`config.mk`:
```
export PLATFORM = sky130hd
export DESIGN_NAME = product_acc_reg
export DESIGN_NICKNAME = d
export VERILOG_FILES = /design/src/rtl/product_pkg.sv /design/src/rtl/product_addshift.sv /design/src/rtl/product_acc_reg.sv
export SDC_FILE = /design/constraint.sdc
export NUM_CORES = 1
export LEC_CHECK = 0
export CAP_MARGIN = 25
export CORE_MARGIN = 3
export CORE_UTILIZATION = 45
export DETAILED_ROUTE_END_ITERATION = 7
export PLACE_DENSITY = 0.76
export SLEW_MARGIN = 20
export SYNTH_ARGS = -nofsm -noshare
export SYNTH_HDL_FRONTEND = slang
export SYNTH_SLANG_ARGS = --single-unit
```
`constraint.sdc`:
```
create_clock -name clk -period 4.7 [get_ports clk]
set_input_delay 0.94 -clock clk [delete_from_list [all_inputs] [get_ports clk]]
set_output_delay 0.94 -clock clk [all_outputs]
set_load 0.005 [all_outputs]
```
`src/rtl/product_pkg.sv`:
```
// ---------------------------------------------------------------------------
// product_pkg
//   Shared types and helpers for the sequential signed multiplier
//   accumulator datapath.
//
//   op_t      : 2-bit opcode presented with op_valid.
//   state_t   : accumulator control states.
//   sext_width: width of the sign-extended upper-half add/subtract, one bit
//               wider than the half-width operands so the sum cannot
//               overflow.
// ---------------------------------------------------------------------------
package product_pkg;

  typedef enum logic [1:0] {
    OP_HOLD      = 2'b00,
    OP_LOAD      = 2'b01,
    OP_ADD_SHIFT = 2'b10,
    OP_SUB_SHIFT = 2'b11
  } op_t;

  typedef enum logic [1:0] {
    ST_IDLE = 2'd0,
    ST_RUN  = 2'd1,
    ST_DONE = 2'd2
  } state_t;

  // Adding two HALF-bit signed values needs HALF+1 bits to be exact.
  function automatic int sext_width(input int half);
    return half + 1;
  endfunction

endpackage

```
`src/rtl/product_addshift.sv`:
```
// ---------------------------------------------------------------------------
// product_addshift
//   Combinational add/subtract-and-shift step of the multiplier.
//   The upper half of the accumulator is sign-extended by one bit and has
//   the sign-extended partial product added (sub=0) or subtracted (sub=1).
//   The exact (HALF+1)-bit sum replaces the upper half and the whole
//   accumulator moves right by one, so the result is an arithmetic shift
//   right of (acc +/- pp * 2^HALF).
//
//   Ports
//     acc      in  WIDTH  current accumulator
//     pp       in  HALF   signed partial product
//     sub      in  1      1 = subtract pp, 0 = add pp
//     next_acc out WIDTH  accumulator after the step
// ---------------------------------------------------------------------------
module product_addshift
  import product_pkg::*;
#(
  parameter int WIDTH = 14
) (
  input  logic [WIDTH-1:0]   acc,
  input  logic [WIDTH/2-1:0] pp,
  input  logic               sub,
  output logic [WIDTH-1:0]   next_acc
);

  localparam int HALF = WIDTH / 2;
  localparam int SW   = sext_width(HALF);

  logic [SW-1:0] hi_ext;
  logic [SW-1:0] pp_ext;
  logic [SW-1:0] sum;
  logic          unused_lsb;

  // NOTE: every variable written in this block is assigned on every path,
  // so no latch can be inferred.
  always_comb begin
    hi_ext   = {acc[WIDTH-1], acc[WIDTH-1:HALF]};
    pp_ext   = {pp[HALF-1], pp};
    sum      = sub ? (hi_ext - pp_ext) : (hi_ext + pp_ext);
    // The full-width sum becomes the new upper bits; the old LSB falls off.
    next_acc = {sum, acc[HALF-1:1]};
  end

  // acc[0] is shifted out by construction.
  assign unused_lsb = acc[0];

endmodule

```
`src/rtl/product_acc_reg.sv`:
```
// ---------------------------------------------------------------------------
// product_acc_reg
//   Product accumulator register for the sequential signed multiplier.
//   A LOAD starts an operation; HALF add/sub-shift steps then build the
//   product, which is captured into a result register and offered to the
//   consumer with a valid/ready handshake. While a result is pending no
//   opcodes are accepted.
//
//   Ports
//     clk         in  1      clock, rising edge
//     rst         in  1      synchronous, active-high reset
//     op_valid    in  1      opcode present
//     op_ready    out 1      opcode accepted when op_valid && op_ready
//     op          in  2      HOLD / LOAD / ADD_SHIFT / SUB_SHIFT
//     in          in  WIDTH  LOAD value
//     pp          in  HALF   signed partial product for shift opcodes
//     acc         out WIDTH  live accumulator
//     prod        out WIDTH  last completed product
//     prod_valid  out 1      prod holds an unconsumed result
//     prod_ready  in  1      consumer accepts prod
//     err         out 1      sticky: shift issued with no operation running
// ---------------------------------------------------------------------------
module product_acc_reg
  import product_pkg::*;
#(
  parameter int WIDTH = 14
) (
  input  logic               clk,
  input  logic               rst,
  input  logic               op_valid,
  output logic               op_ready,
  input  logic [1:0]         op,
  input  logic [WIDTH-1:0]   in,
  input  logic [WIDTH/2-1:0] pp,
  output logic [WIDTH-1:0]   acc,
  output logic [WIDTH-1:0]   prod,
  output logic               prod_valid,
  input  logic               prod_ready,
  output logic               err
);

  localparam int HALF = WIDTH / 2;
  localparam int CW   = $clog2(HALF + 1);

  // Counter value seen on the shift that completes the product.
  localparam logic [CW-1:0] LAST_STEP = CW'(HALF - 1);

  state_t          state;
  logic [CW-1:0]   cnt;
  op_t             op_code;
  logic            is_shift;
  logic            is_sub;
  logic [WIDTH-1:0] step_acc;

  assign op_code  = op_t'(op);
  assign is_shift = (op_code == OP_ADD_SHIFT) || (op_code == OP_SUB_SHIFT);
  assign is_sub   = (op_code == OP_SUB_SHIFT);

  // Ready depends on rst directly so nothing is accepted on a reset edge.
  assign op_ready = !rst && (state != ST_DONE);

  product_addshift #(
    .WIDTH (WIDTH)
  ) u_addshift (
    .acc      (acc),
    .pp       (pp),
    .sub      (is_sub),
    .next_acc (step_acc)
  );

  // NOTE: state registers use non-blocking assignments so every register
  // in this block samples the pre-edge values of the others.
  always_ff @(posedge clk) begin
    if (rst) begin
      state      <= ST_IDLE;
      cnt        <= '0;
      acc        <= '0;
      prod       <= '0;
      prod_valid <= 1'b0;
      err        <= 1'b0;
    end else begin
      case (state)
        ST_IDLE, ST_RUN: begin
          if (op_valid) begin
            if (op_code == OP_LOAD) begin
              // Also used to abort a running operation and restart.
              acc   <= in;
              cnt   <= '0;
              err   <= 1'b0;
              state <= ST_RUN;
            end else if (is_shift) begin
              if (state == ST_RUN) begin
                acc <= step_acc;
                if (cnt == LAST_STEP) begin
                  prod       <= step_acc;
                  prod_valid <= 1'b1;
                  cnt        <= '0;
                  state      <= ST_DONE;
                end else begin
                  cnt <= cnt + CW'(1);
                end
              end else begin
                // Shift with nothing loaded: flag it, touch nothing else.
                err <= 1'b1;
              end
            end
          end
        end

        ST_DONE: begin
          // Opcodes are refused here; only the result handshake advances.
          if (prod_valid && prod_ready) begin
            prod_valid <= 1'b0;
            state      <= ST_IDLE;
          end
        end

        default: begin
          state <= ST_IDLE;
        end
      endcase
    end
  end

endmodule

```
After elaboration in Yosys (flattened, before gate mapping)
Index checks and enable logic that the tools add are counted.
{"block": "word_totals", "word_cells": 66, "inputBits": 27, "ff_bits": 35}
{"block": "op_classes", "mux": 25, "bitwise_logic": 1, "n_reduce_logical": 14, "n_eq_ne": 17, "addsub": 3}
{"op": "2-to-1 mux 14 bit", "n": 3}
{"op": "!= test 2 bit, second input constant", "n": 8}
{"op": "2-to-1 mux 2 bit", "n": 6}
{"op": "2-to-1 mux 3 bit", "n": 4}
{"op": "2-to-1 mux 1 bit", "n": 9}
{"op": "!= test 3 bit, second input constant", "n": 3}
{"op": "adder 7 x 7 -> 8 bit", "n": 1}
{"op": "2-to-1 mux 8 bit", "n": 1}
{"op": "AND reduction 4 bit", "n": 2}
{"op": "subtractor 7 x 7 -> 8 bit", "n": 1}
{"op": "AND reduction 7 bit", "n": 1}
{"op": "equality test 2 bit, second input constant", "n": 3}
{"op": "AND reduction 6 bit", "n": 1}
{"op": "nonzero test 2 bit", "n": 3}
{"op": "AND reduction 5 bit", "n": 1}
{"op": "equality test 2 x 1 -> 1 bit, second input constant", "n": 2}
{"op": "one-hot mux 2 bit (2 select lines)", "n": 1}
{"op": "adder 3 x 1 -> 3 bit, second input constant", "n": 1}
{"op": "equality test 3 bit, second input constant", "n": 1}
{"op": "logical AND 1 bit", "n": 2}
{"op": "logical NOT 2 bit", "n": 1}
{"op": "one-hot mux 1 bit (2 select lines)", "n": 1}
{"op": "OR reduction 2 bit", "n": 1}
{"op": "logical NOT 1 bit", "n": 1}
{"op": "2 further kinds", "n": 2}

Longest topological paths before layout
Gate-level depths: netlist of the first run.
{"block": "logic_depth", "ltp_word": 7, "mapped_depth": 11, "ltp_nobuf": 11}

Modules after synthesis
A second synthesis of the first run with hierarchy kept.
{"block": "unflattened", "cells_unflattened": 243, "area_unflattened_um2": 2177.1}
{"module": "product_acc_reg", "instances": 1, "seq_area_each_um2": 700.7, "cells_per_inst": 176, "area_per_inst_um2": 1649.1}
{"module": "product_addshift", "instances": 1, "seq_area_each_um2": 0.0, "cells_per_inst": 67, "area_per_inst_um2": 528.0}

Worst setup path before layout of the first run
Ideal clock, no wire load.
{"block": "synth_timing", "kind": "in2reg", "startpoint": "input port pp[1]", "endpoint": "register acc[13]", "arrival_ns": 2.839, "n_path_buf": 0, "setup_slack_ns": 1.766, "cell_stages": 11, "required_ns": 4.605, "path_cell_list": "inv_1 > ha_1 > nand2_1 > o21ai_0 > inv_1 > ha_1 > nor2b_1 > o31a_1 > o41a_1 > xnor2_1 > a221oi_1"}
{"block": "synth_via", "elab_chain_len": 5, "word_cells_on_any_way": 6, "cone_classes": "2 x add/sub; 4 x mux"}
{"element": "start, declared", "line_no": "product_acc_reg.sv:34", "source": "input logic [WIDTH/2-1:0] pp,"}
{"element": "adder 7 x 7 -> 8 bit / subtractor 7 x 7 -> 8 bit (equally long branches)", "line_no": "product_addshift.sv:40", "source": "sum = sub ? (hi_ext - pp_ext) : (hi_ext + pp_ext);"}
{"element": "2-to-1 mux 8 bit *", "line_no": "product_addshift.sv:40"}
{"element": "2-to-1 mux 14 bit *", "line_no": "product_acc_reg.sv:92", "source": "if (state == ST_RUN) begin"}
{"element": "2-to-1 mux 14 bit *", "line_no": "product_acc_reg.sv:91", "source": "end else if (is_shift) begin"}
{"element": "2-to-1 mux 14 bit *", "line_no": "product_acc_reg.sv:85", "source": "if (op_code == OP_LOAD) begin"}
{"element": "end signal, assigned", "line_no": "product_acc_reg.sv:87", "source": "acc <= in;"}
{"element": "end signal, assigned", "line_no": "product_acc_reg.sv:93", "source": "acc <= step_acc;"}
{"element": "end, declared", "line_no": "product_acc_reg.sv:35", "source": "output logic [WIDTH-1:0] acc,"}
Every way passes the cells marked *; elsewhere a longest branch is shown, timed or not. The select of a mux whose other input is x is not followed.
A chain may end at the register's enable or synchronous reset.

Worst setup path in the final report of the first run
{"block": "layout_timing", "startpoint": "input port pp[0]", "endpoint": "register acc[13]"}
The elaborated chain is that of the path after synthesis.

==> flow_summary.json, run 1 <==
{
  "status": "completed",
  "hp-start": "state[1]$_SDFFE_PP0P_",
  "antenna_cells": 0,
  "r2r-start": "acc[7]$_SDFFE_PP0P_",
  "netlist_area_sq_mm": 0.00197,
  "ff2ff_path_depth": 8,
  "nFillCells": 381,
  "gp_congestion": 0.893,
  "first_global_vias": 1759,
  "place_ws_ns": 1.04,
  "placed_area_sq_mm": 0.00251,
  "syn_to_final_growth_pct": 32.0,
  "arrival_ns": 3.57,
  "hp-class": "flip-flop to flip-flop",
  "critPathMaxStageDelay_ns": 0.53,
  "track_usage_pct": 19.4,
  "synth_nets": 282,
  "ctsHoldBuffers": 0,
  "cts_tree": "built",
  "clock_latency_ns": 0.28,
  "h-tree-depth": 2,
  "start_util_pct": 47.9,
  "nets": 330,
  "crit_type": "input port to flip-flop",
  "die_w_um": 72.2,
  "min_period_over_period_pct": 72.0,
  "io_buffers": 57,
  "dpl.hpwl_um": 3440,
  "vias_per_cell": 5.45,
  "rsz0062_at_grt": "no",
  "slew_headroom_pct": 39.0,
  "ios": 58,
  "cts_resized": 0,
  "power.switching_w": 0.000197,
  "crit_family": "compound AO/OA/AOI/OAI gates",
  "min_period_ns": 3.38,
  "ir_drop_mv": 0.135,
  "combPwrFrac_pct": 22.7,
  "whs_ns": 0.445,
  "vias": 1880,
  "setup_slack_ns": 1.32,
  "slowest_stage": "clkdlybuf4s50_1",
  "cp-startpoint": "pp[0]",
  "p_per_area_mw_per_mm2": 263,
  "postRouteAntennaNets": 0,
  "p_sw_share_pct": 28.7,
  "setup_tns_ns": 0,
  "dieArea_sq_mm": 0.00521,
  "crit_path_max_fanout": 4,
  "cts_num_sinks": 35,
  "drv_cap": 0,
  "synthCells": 246,
  "reg2reg_to": "acc[10]$_SDFFE_PP0P_",
  "placedCellCount": 337,
  "hold_depth": 1,
  "finClkSkew_ns": 0.00733,
  "firstDrtPassIters": 4,
  "antenna_found_initial": 0,
  "cts_root_buf": "clkbuf_8",
  "power.internal_w": 0.000488,
  "core_area_sq_mm": 0.00412,
  "rrSetupSlack_ns": 2.72,
  "syn_area_per_cell_sq_um": 8.01,
  "p_leak_nw": 0.917,
  "seq_area_frac_synth_pct": 35.6,
  "holdPathEnd": "state[0]$_SDFFE_PP0P_",
  "path_buf_inv": 3,
  "routedWlPerCell_um": 14.2,
  "crit_chain": "clkdlybuf4s50_1 -> inv_1 -> ha_1 -> nand2_1 -> o21ai_0 -> inv_1 -> ha_1 -> nor2b_1 -> o31a_1 -> o41a_1 -> xnor2_1 -> a221oi_1",
  "design_area_sq_mm": 0.00260,
  "synth_seq_cells": 35,
  "pwr-share-seq_pct": 46.0,
  "drtIter0Drc": 70,
  "grt_max_degree": 39,
  "grt_pass1_wl_um": 8100,
  "wirelength_um": 4880,
  "setup_viol": 0,
  "overflow": 0,
  "final-instance-count-excl-fill": 345,
  "clk_pin_slew_ns": 0.07,
  "rows": 23,
  "drv_slew": 0,
  "finalHoldViolCount": 0,
  "cp.required_ns": 4.88,
  "start_kind": "input port",
  "drt_drc_violations_left": 0,
  "synth.distinct_cells": 48,
  "cts_setup_buffers": 0,
  "drive_gt1_share_pct": 5.08,
  "cp-end-kind": "flip-flop",
  "yosys_warnings": 0,
  "cts-buffers-inserted": 5,
  "clockBufferDepth": 2,
  "p_clk_share_pct": 31.3,
  "die_h_um": 72.2,
  "fmax_ghz": 0.295,
  "tightest_slew_ns": 0.908
}
[flip-flops by register name, summed over array words and instances (netlist names)]
register,count
state,2
prod,14
acc,14
prod_valid,1
cnt,3
err,1
[layout make-up]
class,instances,area [sq um],share of cell area (%)
sequential,35,701,26.9
tap,50,62.6,2.41
timing repair buffer,60,593,22.8
clock inverter,2,12.5,0.481
clock buffer,6,72.6,2.79
multi-input combinational,184,1130,43.4
inverter,8,30.0,1.15
[metrics by stage]
| stage | total power (W) | utilization [%] |
|---|---|---|
| floorplan | 0.000416 | - |
| global placement | 0.000473 | 61.1 |
| detailed placement | 0.000475 | 61.1 |
| CTS | 0.000690 | 63.2 |
| global route | 0.000718 | 63.2 |
| finish | 0.000684 | 63.2 |
[cell families (layout without fill, tap and decap cells)]
kind of cell / after synthesis / count (layout) / share of synthesized area, %
and+or+nand+nor: 96 / 96 / 22.6
buffers and inverters: 27 / 76 / 7.11
xor gates and xnor gates: 8 / 8 / 3.56
DFF: 35 / 35 / 35.6
adders and majority gates: 9 / 9 / 6.10
AOI/OAI and AO/OA: 71 / 71 / 25.0
[metal layers]
layer  part of all wire, %  track usage [%]  vias up
met1                    44             25.6      849
met4                  0.59             5.43        0
met3                   6.9             4.29        2
met2                    48             31.7       64
met5                     0                0        -
li1                      -                -      965
[worst max-delay path by stage]
stage,endpoint,depth (start not counted)
3_5_place_dp,acc[13]$_SDFFE_PP0P_,10
5_1_grt,acc[13]$_SDFFE_PP0P_,10
2_1_floorplan,acc[13]$_SDFFE_PP0P_,11
4_1_cts,acc[13]$_SDFFE_PP0P_,12
6_report,acc[13]$_SDFFE_PP0P_,12
3_3_place_gp,acc[13]$_SDFFE_PP0P_,10
[power groups by stage]
| stage | clock, W | sequential (W) | combinational (W) |
|---|---|---|---|
| after floorplan | 0 | 0.000320 | 0.0000965 |
| after global placement | 0 | 0.000321 | 0.000152 |
| after detailed placement | 0 | 0.000321 | 0.000154 |
| after CTS | 0.000221 | 0.000314 | 0.000155 |
| after global routing | 0.000229 | 0.000316 | 0.000173 |
| final | 0.000214 | 0.000315 | 0.000155 |
[synthesized netlist by cell type, drive strengths merged]
master,instances,share of area (%)
a221oi,1,0.44
and3b,1,0.44
inv,8,1.5
a211oi,10,4.1
o311a,1,0.51
nand3,4,1.0
a21boi,1,0.38
buf,15,4.8
or3,2,0.64
o21ai,10,2.5
nor2b,3,0.95
o211a,1,0.51
a31oi,1,0.32
o41a,1,0.57
o2111ai,1,0.44
nand3b,3,1.1
xnor2,7,3.1
o31a,2,0.89
nor3,7,1.8
and2,2,0.64
a311oi,9,4.0
a21oi,22,6.0
nor2,28,5.3
ha,8,5.1
a41oi,1,0.44
a22oi,1,0.38
o311ai,1,0.44
nand2,39,7.6
or4,2,0.76
xor2,1,0.44
and3,1,0.32
nor4,1,1.1
a2111oi,1,0.44
dfxtp,35,36
o211ai,2,0.76
clkbuf,4,0.76
nand2b,3,0.95
o31ai,1,0.38
fa,1,1.0
o21a,3,1.1
a21o,1,0.38
[placed cells by master, fill, tap and decap left out, types with 2 or more instances in the layout]
cell,synthesis,routed
a211oi_1,9,9
a21oi_1,20,20
a21oi_2,2,2
a311oi_1,9,9
and2_1,2,2
buf_4,6,3
clkbuf_8,0,5
clkdlybuf4s50_1,0,57
dfxtp_1,35,35
ha_1,8,8
inv_1,8,8
nand2_1,38,38
nand2b_1,3,3
nand3_1,4,4
nand3b_1,3,3
nor2_1,28,28
nor2b_1,3,3
nor3_1,7,7
o211ai_1,2,2
o21a_1,3,3
o21ai_0,9,9
o31a_1,2,2
or3_1,2,2
or4_1,2,2
xnor2_1,7,7
(Power assumes the default switching activity.)
==> run 2: changes to the inputs <==
Settings changed: CORE_UTILIZATION 45 to 43.
Clock period 4.7 ns to 3 ns, I/O delays scaled along.
==> flow_summary.json, run 2 (synthesis gave the netlist of run 1 again) <==
{
  "status": "completed",
  "syn_to_final_growth_pct": 42.4,
  "start_util_pct": 46.9,
  "cts_num_sinks": 35,
  "cts_resized": 0,
  "placedCellCount": 360,
  "rsz0062_at_grt": "no",
  "dieArea_sq_mm": 0.00543,
  "first_global_vias": 1945,
  "vias": 2019,
  "p_per_area_mw_per_mm2": 431,
  "overflow": 0,
  "die_h_um": 73.7,
  "p_leak_nw": 1.05,
  "min_period_ns": 2.88,
  "finalHoldViolCount": 0,
  "cts_root_buf": "clkbuf_8",
  "ios": 58,
  "die_w_um": 73.7,
  "arrival_ns": 3.08,
  "crit_chain": "clkdlybuf4s50_1 -> inv_1 -> ha_1 -> nand2_1 -> o21ai_2 -> inv_1 -> ha_1 -> nor2b_1 -> o31a_1 -> o41a_1 -> xnor2_1 -> a221oi_1",
  "nets": 353,
  "drtIter0Drc": 119,
  "crit_type": "input port to flip-flop",
  "cts_setup_buffers": 0,
  "rows": 23,
  "cts-buffers-inserted": 5,
  "routedWlPerCell_um": 14.7,
  "hold_depth": 1,
  "cp.required_ns": 3.20,
  "layout_commonest_cell": "clkdlybuf4s50_1",
  "wirelength_um": 5410,
  "track_usage_pct": 20.7,
  "cp-end-kind": "flip-flop",
  "drv_slew": 0,
  "h-tree-depth": 2,
  "start_kind": "input port",
  "cts_tree": "built",
  "crit_path_max_fanout": 2,
  "ir_drop_mv": 0.235,
  "postRouteAntennaNets": 0,
  "mostFrequentLayoutCells": "57 x clkdlybuf4s50_1, 38 x nand2_1, 35 x dfxtp_1, 28 x nor2_1, 26 x buf_4",
  "final-instance-count-excl-fill": 368,
  "setup_viol": 0,
  "final_core_util_pct": 66.7,
  "ff2ff_path_depth": 6,
  "finClkSkew_ns": 0.00593,
  "drv_cap": 0,
  "drt_drc_violations_left": 0,
  "slew_headroom_pct": 70.9,
  "grt_max_degree": 38,
  "dpl.hpwl_um": 4000,
  "slowest_stage": "clkdlybuf4s50_1",
  "tightest_slew_ns": 0.436,
  "grt_pass1_wl_um": 8720,
  "core_area_sq_mm": 0.00420,
  "clock_latency_ns": 0.29,
  "antenna_cells": 0,
  "reg.largest.list": "acc (14), prod (14), cnt (3)",
  "drive_gt1_share_pct": 12.6,
  "critPathMaxStageDelay_ns": 0.48,
  "clk_pin_slew_ns": 0.08,
  "io_buffers": 57,
  "ctsHoldBuffers": 0,
  "firstDrtPassIters": 4,
  "hp-class": "flip-flop to flip-flop",
  "clockBufferDepth": 2,
  "fmax_ghz": 0.347,
  "gp_congestion": 0.872,
  "vias_per_cell": 5.49,
  "antenna_found_initial": 0,
  "min_period_over_period_pct": 96.0
}
## run 2: cell count changes in the layout (fill, tap and decap cells not counted)
| cell | delta |
|---|---|
| bufinv_16 | +1 |
| clkbuf_1 | -1 |
| buf_4 | +23 |
| clkinv_4 | +1 |
| o21ai_2 | +1 |
| o21ai_0 | -1 |
| clkinvlp_4 | -1 |
## run 2: routing by layer
metal / wire [um] / part of all wire (%) / track usage, % / vias to the layer above
li1: - / - / - / 1011
met1: 2390 / 44 / 26.6 / 936
met2: 2630 / 49 / 33.8 / 62
met3: 319 / 5.9 / 5.06 / 10
met4: 69 / 1.3 / 7.24 / 0
met5: 0 / 0 / 0 / -
## run 2: cell type report
| cell class | count | area (sq um) |
|---|---|---|
| clock inverters | 3 | 43.8 |
| fillers | 370 | 1400 |
| multi-input cells | 184 | 1130 |
| inverters | 8 | 30.0 |
| flip-flops and latches | 35 | 701 |
| clock buffers | 5 | 68.8 |
| repair buffers | 83 | 766 |
| well taps | 50 | 62.6 |
## run 2: worst max-delay path, delay by kind of cell
family / cells / cell delay, ns
and+or+nand+nor: 2 / 0.21
adders and majority gates: 2 / 0.54
AOI/OAI and AO/OA: 4 / 0.98
xor gates and xnor gates: 1 / 0.15
buffers and inverters: 3 / 0.61
## run 2: through the flow
step	instance area, sq um	hold WS (ns)	total power [W]	worst slack [ns]	TNS (ns)
final	2800	0.431	0.00121	0.119	0
after detailed placement	2690	0.425	0.000780	-0.200	-0.774
after global placement	2690	0.423	0.000772	-0.108	-0.325
after CTS	2800	0.435	0.00121	0.0741	0
after floorplan	1970	0.407	0.000652	0.406	0
after global routing	2800	0.459	0.00127	0.00000355	0
## run 2: worst paths after layout
kind,start,endpoint,slack (ns)
max,pp[1],acc[13]$_SDFFE_PP0P_,0.12
min,state[1]$_SDFFE_PP0P_,state[0]$_SDFFE_PP0P_,0.43
max reg2reg,acc[8]$_SDFFE_PP0P_,acc[13]$_SDFFE_PP0P_,1.03
min reg2reg,state[1]$_SDFFE_PP0P_,state[0]$_SDFFE_PP0P_,0.43
## run 2: where the power goes
part / switching, W / leakage [nW] / internal (W)
logic: 0.000131 / 0.705 / 0.000150
clock network: 0.000186 / 0.0581 / 0.000247
registers: 0.0000143 / 0.284 / 0.000479
